$ cat src/rtl/mod60_bcd_counter_if.sv
// mod60_bcd_counter_if: control/result bundle for one two-digit BCD counter stage.
//   en, up        count enable (cascade-in) and direction
//   load,load_val synchronous preset request and BCD value ([7:4] tens, [3:0] units)
//   units, tens   current digits
//   co            combinational cascade carry/borrow
//   load_err      one-cycle flag: previous cycle's preset was rejected
// master drives the controls; slave is the counter.
interface mod60_bcd_counter_if;
  logic       en;
  logic       up;
  logic       load;
  logic [7:0] load_val;
  logic [3:0] units;
  logic [3:0] tens;
  logic       co;
  logic       load_err;

  modport master (output en, up, load, load_val, input units, tens, co, load_err);
  modport slave  (input en, up, load, load_val, output units, tens, co, load_err);
endinterface

$ cat src/rtl/mod60_bcd_counter.sv
// mod60_bcd_counter: two-digit up/down BCD counter, units mod 10, tens mod TENS_MOD.
//   clk  rising-edge clock
//   rst  synchronous active-high reset (beats load and en)
//   bus  slave side of mod60_bcd_counter_if (en/up/load/load_val in;
//        units/tens/co/load_err out)
// co is combinational and asserted in the wrapping cycle, so a following
// stage's en can be wired straight to it.
module mod60_bcd_counter #(
  parameter int TENS_MOD = 6
) (
  input logic                   clk,
  input logic                   rst,
  mod60_bcd_counter_if.slave    bus
);

  localparam logic [3:0] TMAX = 4'(TENS_MOD - 1);

  logic [3:0] units_q, tens_q;
  logic [3:0] units_nx, tens_nx;
  logic       err_q;
  logic       load_ok;
  logic       terminal;

  assign load_ok  = (bus.load_val[3:0] <= 4'd9) && (bus.load_val[7:4] <= TMAX);
  assign terminal = bus.up ? (units_q == 4'd9 && tens_q == TMAX)
                           : (units_q == 4'd0 && tens_q == 4'd0);

  // Comparisons use >= / > so that a corrupted state still steps back into
  // the legal range instead of running past 9 or TMAX.
  always_comb begin
    units_nx = units_q;
    tens_nx  = tens_q;
    if (bus.up) begin
      if (units_q >= 4'd9) begin
        units_nx = 4'd0;
        tens_nx  = (tens_q >= TMAX) ? 4'd0 : tens_q + 4'd1;
      end else begin
        units_nx = units_q + 4'd1;
      end
    end else begin
      if (units_q == 4'd0) begin
        units_nx = 4'd9;
        if (tens_q == 4'd0)    tens_nx = TMAX;
        else if (tens_q > TMAX) tens_nx = TMAX;
        else                    tens_nx = tens_q - 4'd1;
      end else if (units_q > 4'd9) begin
        units_nx = 4'd9;
      end else begin
        units_nx = units_q - 4'd1;
      end
    end
  end

  always_ff @(posedge clk) begin
    if (rst) begin
      units_q <= 4'd0;
      tens_q  <= 4'd0;
      err_q   <= 1'b0;
    end else if (bus.load) begin
      err_q <= ~load_ok;
      if (load_ok) begin
        units_q <= bus.load_val[3:0];
        tens_q  <= bus.load_val[7:4];
      end
    end else begin
      err_q <= 1'b0;
      if (bus.en) begin
        units_q <= units_nx;
        tens_q  <= tens_nx;
      end
    end
  end

  assign bus.units    = units_q;
  assign bus.tens     = tens_q;
  assign bus.load_err = err_q;
  assign bus.co       = bus.en & ~bus.load & ~rst & terminal;

endmodule

$ cat src/flat_wrapper.sv
// flat-port wrapper written by rule: the top's interface ports become plain ports
module mod60_bcd_counter_flat 
#(
  parameter int TENS_MOD = 6
)
  (clk, rst, bus_en, bus_up, bus_load, bus_load_val, bus_units, bus_tens, bus_co, bus_load_err);
  mod60_bcd_counter_if bus_i ();
  input logic clk;
  input logic rst;
  input wire logic [$bits(bus_i.en)-1:0] bus_en;
  input wire logic [$bits(bus_i.up)-1:0] bus_up;
  input wire logic [$bits(bus_i.load)-1:0] bus_load;
  input wire logic [$bits(bus_i.load_val)-1:0] bus_load_val;
  output wire logic [$bits(bus_i.units)-1:0] bus_units;
  output wire logic [$bits(bus_i.tens)-1:0] bus_tens;
  output wire logic [$bits(bus_i.co)-1:0] bus_co;
  output wire logic [$bits(bus_i.load_err)-1:0] bus_load_err;
  assign bus_i.en = bus_en;
  assign bus_i.up = bus_up;
  assign bus_i.load = bus_load;
  assign bus_i.load_val = bus_load_val;
  assign bus_units = bus_i.units;
  assign bus_tens = bus_i.tens;
  assign bus_co = bus_i.co;
  assign bus_load_err = bus_i.load_err;
  mod60_bcd_counter #(.TENS_MOD(TENS_MOD)) u_core (.clk(clk), .rst(rst), .bus(bus_i));
endmodule
$ cat config.mk
export PLATFORM = sky130hd
export DESIGN_NAME = mod60_bcd_counter_flat
export DESIGN_NICKNAME = d
export VERILOG_FILES = /design/src/rtl/mod60_bcd_counter_if.sv /design/src/rtl/mod60_bcd_counter.sv /design/src/flat_wrapper.sv
export SDC_FILE = /design/constraint.sdc
export NUM_CORES = 1
export LEC_CHECK = 0
export CORE_MARGIN = 1.5
export CORE_UTILIZATION = 44
export DETAILED_ROUTE_END_ITERATION = 10
export DONT_BUFFER_PORTS = 1
export HOLD_SLACK_MARGIN = 0.02
export PLACE_DENSITY_LB_ADDON = 0.08
export REMOVE_ABC_BUFFERS = 1
export SKIP_CTS_REPAIR_TIMING = 1
export SLEW_MARGIN = 5
export SYNTH_ARGS = -nofsm -noshare
export SYNTH_HDL_FRONTEND = slang
export SYNTH_SLANG_ARGS = --single-unit
$ cat constraint.sdc
create_clock -name clk -period 2.7 [get_ports clk]
set_input_delay 0.135 -clock clk [delete_from_list [all_inputs] [get_ports clk]]
set_output_delay 0.135 -clock clk [all_outputs]
set_load 0.005 [all_outputs]
==> reports/qor.txt, run 1 <==
GPL Wtd Cong: 0.795
Final Net Count: 139
Place WS: 0.687 ns
slew margin rel.: 0.617
number of buffers added on ports: 0
CP Class: reg -> reg
Fin Hold WS: 0.0510 ns
Pwr per Cell Area: 440 nW/um^2
clock insertion delay at the later pin of the skew report: 0.27 ns
R2R Path Start: u_core.bus.units[0]
Num Clock Sinks: 9
worst hold path class: in -> reg
syn_area_per_cell: 7.49 um^2
hold path endpoint: u_core.bus.tens[3]
Final Setup Violations: 0
CTS tree: yes
Switch Pwr: 146 uW
RSZ-0062 raised after global routing: false
CP max stage delay: 0.48 ns
hold depth: 2
final worst clock skew: 0.00209 ns
Tot GR Track Use: 0.205
largest net degree at the start of global routing: 18
Root Driver: clkbuf_4
setup ws final: 0.654 ns
area leader, netlist: dfxtp_1
CP Depth: 7
die height: 47.6 um
post-synthesis sequential area ratio: 0.206
P_int: 260 uW
CP top delay family: simple AND/OR/NAND/NOR gates
Core Region: 1800 um^2
Fill cells: 195
Area contributors post-synth: dfxtp_1, ha_1, a21oi_1
Final Hold Viols: 0
initial antenna violation count: 0
post-DR vias/cell: 6.12
slowest CP cell: dfxtp_1
GR Overflow Total: 0
Required @ worst endpoint: 2.90 ns
Routed WL: 2.14 mm
Final period util: 0.758
deepest clock path buffer count: 2
Pre-Repair DR Iteration Count: 4
Seq pwr share: 0.409
Hold Crit Start: bus_load
CTS buffer count: 3
first-pass GRT wire length: 3.21 mm
Clock Pin Slew Worst Setup and Hold Paths: 0.07 ns
sw frac: 0.361
min cycle time layout: 2.05 ns
CP Buf/Inv Count: 1
startpoint types: flop
Final Slew Violations: 0
#FFs+latches synth: 9
number of global-route vias before repair: 720
Slew @ Worst Pin: 0.572 ns
YS warnings: 0
R2R Path End: u_core.bus.tens[3]
critical path, cell by cell: inv_1 > ha_1 > or3b_1 > a31oi_1 > o21a_2 > or3_1 > a21oi_1
Mapped Area: 876 um^2
die area: 2270 um^2
Final HPWL DP: 1.57 mm
num rows: 15
vias: 869
Worst EP arrival: 2.25 ns
DR iter-0 viols: 19
antenna-violating nets left: 0
Yosys cell types: 38
commonest non-fill, non-tap cells in the layout: nand2_1, a21oi_1, inv_1
flop2flop setup slack: 0.65 ns
DRC errors left: 0
Synth Instances: 117
MaxCap Viol Count: 0
Leak: 0.000345 uW
Clock power frac: 0.274
synthesis-to-finish area growth: 5.29%
Initial Utilization: 0.486
Worst Path Max Fanout: 7
Max VDD drop: 0.000253 V
final core occ: 0.512
# IOs: 23
H-Tree Depth: 1
status: finished, final reports clean
DIE WIDTH: 47.6 um
layout cells sized above 1: 0.0427
top cell type's share of synthesized area: 0.206
fmax: 0.489 GHz
Comb pwr share: 0.317
Sequential Area: 180 um^2
FF-to-FF path depth: 7
Multi-input gate area: 627 um^2
setup TNS: 0 ns
ANT cells: 0
Critical Path End Type: flop
drt wl/cell: 15.1 um
[layout make-up]
| class | count | share of cell area |
|---|---|---|
| Inverter | 10 | 0.0407 |
| Timing Repair Buffer | 2 | 0.0217 |
| Multi-Input combinational cell | 92 | 0.680 |
| Tap cell | 25 | 0.0339 |
| Clock buffer | 4 | 0.0285 |
| Sequential cell | 9 | 0.195 |
[cell usage after synthesis, drive strengths merged]
cell type	number
a31oi	6
nor3b	2
nor4b	2
o22ai	2
nor2b	3
nor2	6
nand4	1
nand2b	5
ha	8
nand3	3
a22oi	1
o21ai	5
a2111oi	1
a21o	1
o21a	2
o21bai	1
a211oi	2
nand2	11
a311oi	2
clkbuf	4
o311ai	2
o41ai	2
inv	10
buf	2
or3	1
or3b	1
a21oi	11
xnor2	2
dfxtp	9
a221o	2
nor4	1
mux2i	1
xor2	1
nor3	3
and3	1
[power groups by stage]
stage	clock network (uW)	logic [uW]	registers (uW)
floorplan	0	103	163
global placement	0	123	169
global route	120	144	169
detailed placement	0	122	169
CTS	113	124	166
finish	111	129	166
[cell families (layout without fill, tap and decap cells)]
family	after synthesis	in the layout	share of synthesized area
compound gates	40	40	0.303
simple gates	40	40	0.257
buf+inv	16	16	0.0786
xor+xnor	3	3	0.0300
flops	9	9	0.206
fa+ha+maj	8	8	0.114
mux	1	1	0.0114
[worst reg2reg max path, stage by stage, from the launching register on]
cell and delay, ns:
dfxtp_1 0.48, inv_1 0.13, ha_1 0.27, or3b_1 0.22, a31oi_1 0.11, o21a_2 0.28
or3_1 0.35, a21oi_1 0.14
[through the flow]
| step | power [uW] | instances | area [um^2] |
|---|---|---|---|
| after detailed placement | 291 | 136 | 876 |
| after floorplan | 266 | 111 | 845 |
| after CTS | 403 | 140 | 902 |
| after global placement | 291 | 136 | 876 |
| after global routing | 433 | 142 | 922 |
| final | 406 | 142 | 922 |
[metal layers]
metal | global-route usage | share of wire | routed length, um
met1 | 0.316 | 0.50 | 1070
met2 | 0.265 | 0.40 | 866
met3 | 0.0377 | 0.079 | 169
met4 | 0.103 | 0.016 | 35
met5 | 0 | 0 | 0
[registers in the layout (all words and copies together), names as in the netlist]
name / count
u_core.bus.units: 4
u_core.bus.load_err: 1
u_core.bus.tens: 4
[how the worst max path moves through the flow]
stage | from | slack (ns) | end
4_1_cts | u_core.bus.units[0] | 0.65 | u_core.bus.tens[3]
2_1_floorplan | u_core.bus.units[0] | 0.89 | u_core.bus.tens[3]
3_5_place_dp | u_core.bus.units[0] | 0.69 | u_core.bus.tens[3]
6_report | u_core.bus.units[0] | 0.65 | u_core.bus.tens[3]
3_3_place_gp | u_core.bus.units[0] | 0.71 | u_core.bus.tens[3]
5_1_grt | u_core.bus.tens[1] | 0.44 | u_core.bus.tens[3]
No activity file was read; power rests on OpenSTA's default activity.
==> run 2: changes to the inputs <==
--- a/config.mk
+++ b/config.mk
@@ -5,6 +5,7 @@
 export SDC_FILE = /design/constraint.sdc
 export NUM_CORES = 1
 export LEC_CHECK = 0
+export ABC_AREA = 1
 export CORE_MARGIN = 1.5
 export CORE_UTILIZATION = 44
 export DETAILED_ROUTE_END_ITERATION = 10
==> constraint.sdc (replaced) <==
create_clock -name clk -period 2.15 [get_ports clk]
set_input_delay 0.1075 -clock clk [delete_from_list [all_inputs] [get_ports clk]]
set_output_delay 0.1075 -clock clk [all_outputs]
set_load 0.005 [all_outputs]
==> reports/qor.txt, run 2 <==
status: finished, final reports clean
MaxCap Viol Count: 0
final core occ: 0.495
Area contributors post-synth: dfxtp_1, nand2_1, nand3_1
RSZ-0062 raised after global routing: false
Final period util: 0.835
number of synthesized flops with an enable pin: 0
Routed WL: 2.25 mm
Final Setup Violations: 0
largest net degree at the start of global routing: 12
commonest non-fill, non-tap cells in the layout: nand2_1, nand3_1, nor2_1
setup TNS: 0 ns
count leader, synth: nand2_1
Final HPWL DP: 1.75 mm
Switch Pwr: 210 uW
Primary FF master, synth: dfxtp_1
CP Class: reg -> out
synthesis-to-finish area growth: 3.49%
Max VDD drop: 0.000311 V
deepest clock path buffer count: 2
Leak: 0.000477 uW
top cell type's share of synthesized area: 0.186
Post-synth top cells: nand2_1, nand3_1, nor2_1
number of buffers added on ports: 0
#FFs+latches synth: 9
P_int: 330 uW
Final Slew Violations: 0
num rows: 16
# IOs: 23
Final Net Count: 176
area leader, netlist: dfxtp_1
Pwr per Cell Area: 539 nW/um^2
layout cells sized above 1: 0.136
Initial Utilization: 0.478
Pre-Repair DR Iteration Count: 4
Tot GR Track Use: 0.177
vias: 990
syn_area_per_cell: 6.32 um^2
GPL Wtd Cong: 0.882
CTS buffer count: 3
DIE WIDTH: 49.9 um
min cycle time layout: 1.80 ns
H-Tree Depth: 1
final worst clock skew: 0.00749 ns
ANT cells: 0
Seq pwr share: 0.391
Yosys cell types: 28
CTS tree: yes
ys async rst share: 0
Worst EP arrival: 1.69 ns
DRC errors left: 0
YS warnings: 0
slew margin rel.: 0.725
Place WS: 0.520 ns
GR Overflow Total: 0
Comb pwr share: 0.367
most common cell after layout, fill and taps aside: nand2_1
fmax: 0.557 GHz
Clock power frac: 0.241
Required @ worst endpoint: 2.04 ns
Final Hold Viols: 0
DR iter-0 viols: 37
Clock Pin Slew Worst Setup and Hold Paths: 0.06 ns
antenna-violating nets left: 0
clock insertion delay at the later pin of the skew report: 0.26 ns
Core Region: 2020 um^2
Mapped Area: 967 um^2
post-synthesis sequential area ratio: 0.186
setup ws final: 0.354 ns
drt wl/cell: 12.4 um
number of global-route vias before repair: 829
sw frac: 0.388
post-DR vias/cell: 5.47
Worst Path Max Fanout: 7
Critical Path End Type: output pin
die height: 49.9 um
Slew @ Worst Pin: 0.413 ns
Synth Instances: 153
worst hold path class: in -> reg
initial antenna violation count: 0
startpoint types: flop
first-pass GRT wire length: 3.48 mm
Root Driver: clkbuf_4
Num Clock Sinks: 9
die area: 2490 um^2
-- run 2: changes by cell type after synthesis, moves of 3 or more --
cell | before | now
a31oi_1 | 6 | 0
clkbuf_1 | 4 | 0
inv_2 | 0 | 4
nand2_1 | 11 | 38
nand2_2 | 0 | 3
nand2b_1 | 5 | 0
nand3_1 | 3 | 22
nand4_1 | 1 | 4
nor2_1 | 6 | 15
nor2b_1 | 3 | 0
-- run 2: layout make-up --
class	count	area, um^2
sequential	9	180
fill	222	1020
multi-input combinational	124	679
tap	27	33.8
clock buffer	4	26.3
timing repair buffer	2	20.0
inverter	15	61.3
-- run 2: worst max-delay path, cell delays in order (launching register included) --
cell	delay [ns]
dfxtp_1	0.39
inv_1	0.16
ha_1	0.18
nand3_2	0.11
and2_2	0.21
nor3_1	0.18
and3_1	0.21
-- run 2: metrics by stage --
stage | total power [uW] | cells | hold WS (ns) | area, um^2
global placement | 407 | 175 | 0.181 | 955
detailed placement | 407 | 175 | 0.180 | 955
finish | 540 | 181 | 0.0347 | 1000
CTS | 536 | 179 | -0.0904 | 981
global route | 583 | 181 | 0.0461 | 1000
floorplan | 368 | 148 | 0.177 | 921
-- run 2: worst paths after layout --
check,from,to,slack (ns),depth (start not counted)
setup / recovery,u_core.bus.units[0],bus_co,0.35,6
hold / removal,bus_load,u_core.bus.tens[2],0.03,3
hold reg to reg,u_core.bus.units[1],u_core.bus.units[1],0.58,2
setup reg to reg,u_core.bus.units[0],u_core.bus.units[3],0.50,9
-- run 2: per-layer routing --
layer / vias to the layer above / track usage / wire [um]
met4: 0 / 0.0509 / 21
met1: 440 / 0.262 / 1120
met5: - / 0 / 0
li1: 512 / - / -
met2: 34 / 0.269 / 974
met3: 4 / 0.0182 / 138
-- run 2: cells by family after synthesis --
| family | share of synthesized area |
|---|---|
| XOR/XNOR | 0.0181 |
| adder cells (fa/ha/maj) | 0.103 |
| AO/OA/AOI/OAI | 0.119 |
| flip-flops | 0.186 |
| buffers and inverters | 0.111 |
| AND/OR/NAND/NOR | 0.462 |
-- run 2: power groups by stage --
stage	combinational [uW]	sequential, uW	clock, uW
after floorplan	161	207	0
after global placement	192	214	0
after detailed placement	192	215	0
after CTS	194	211	131
after global routing	229	213	141
final	198	211	130
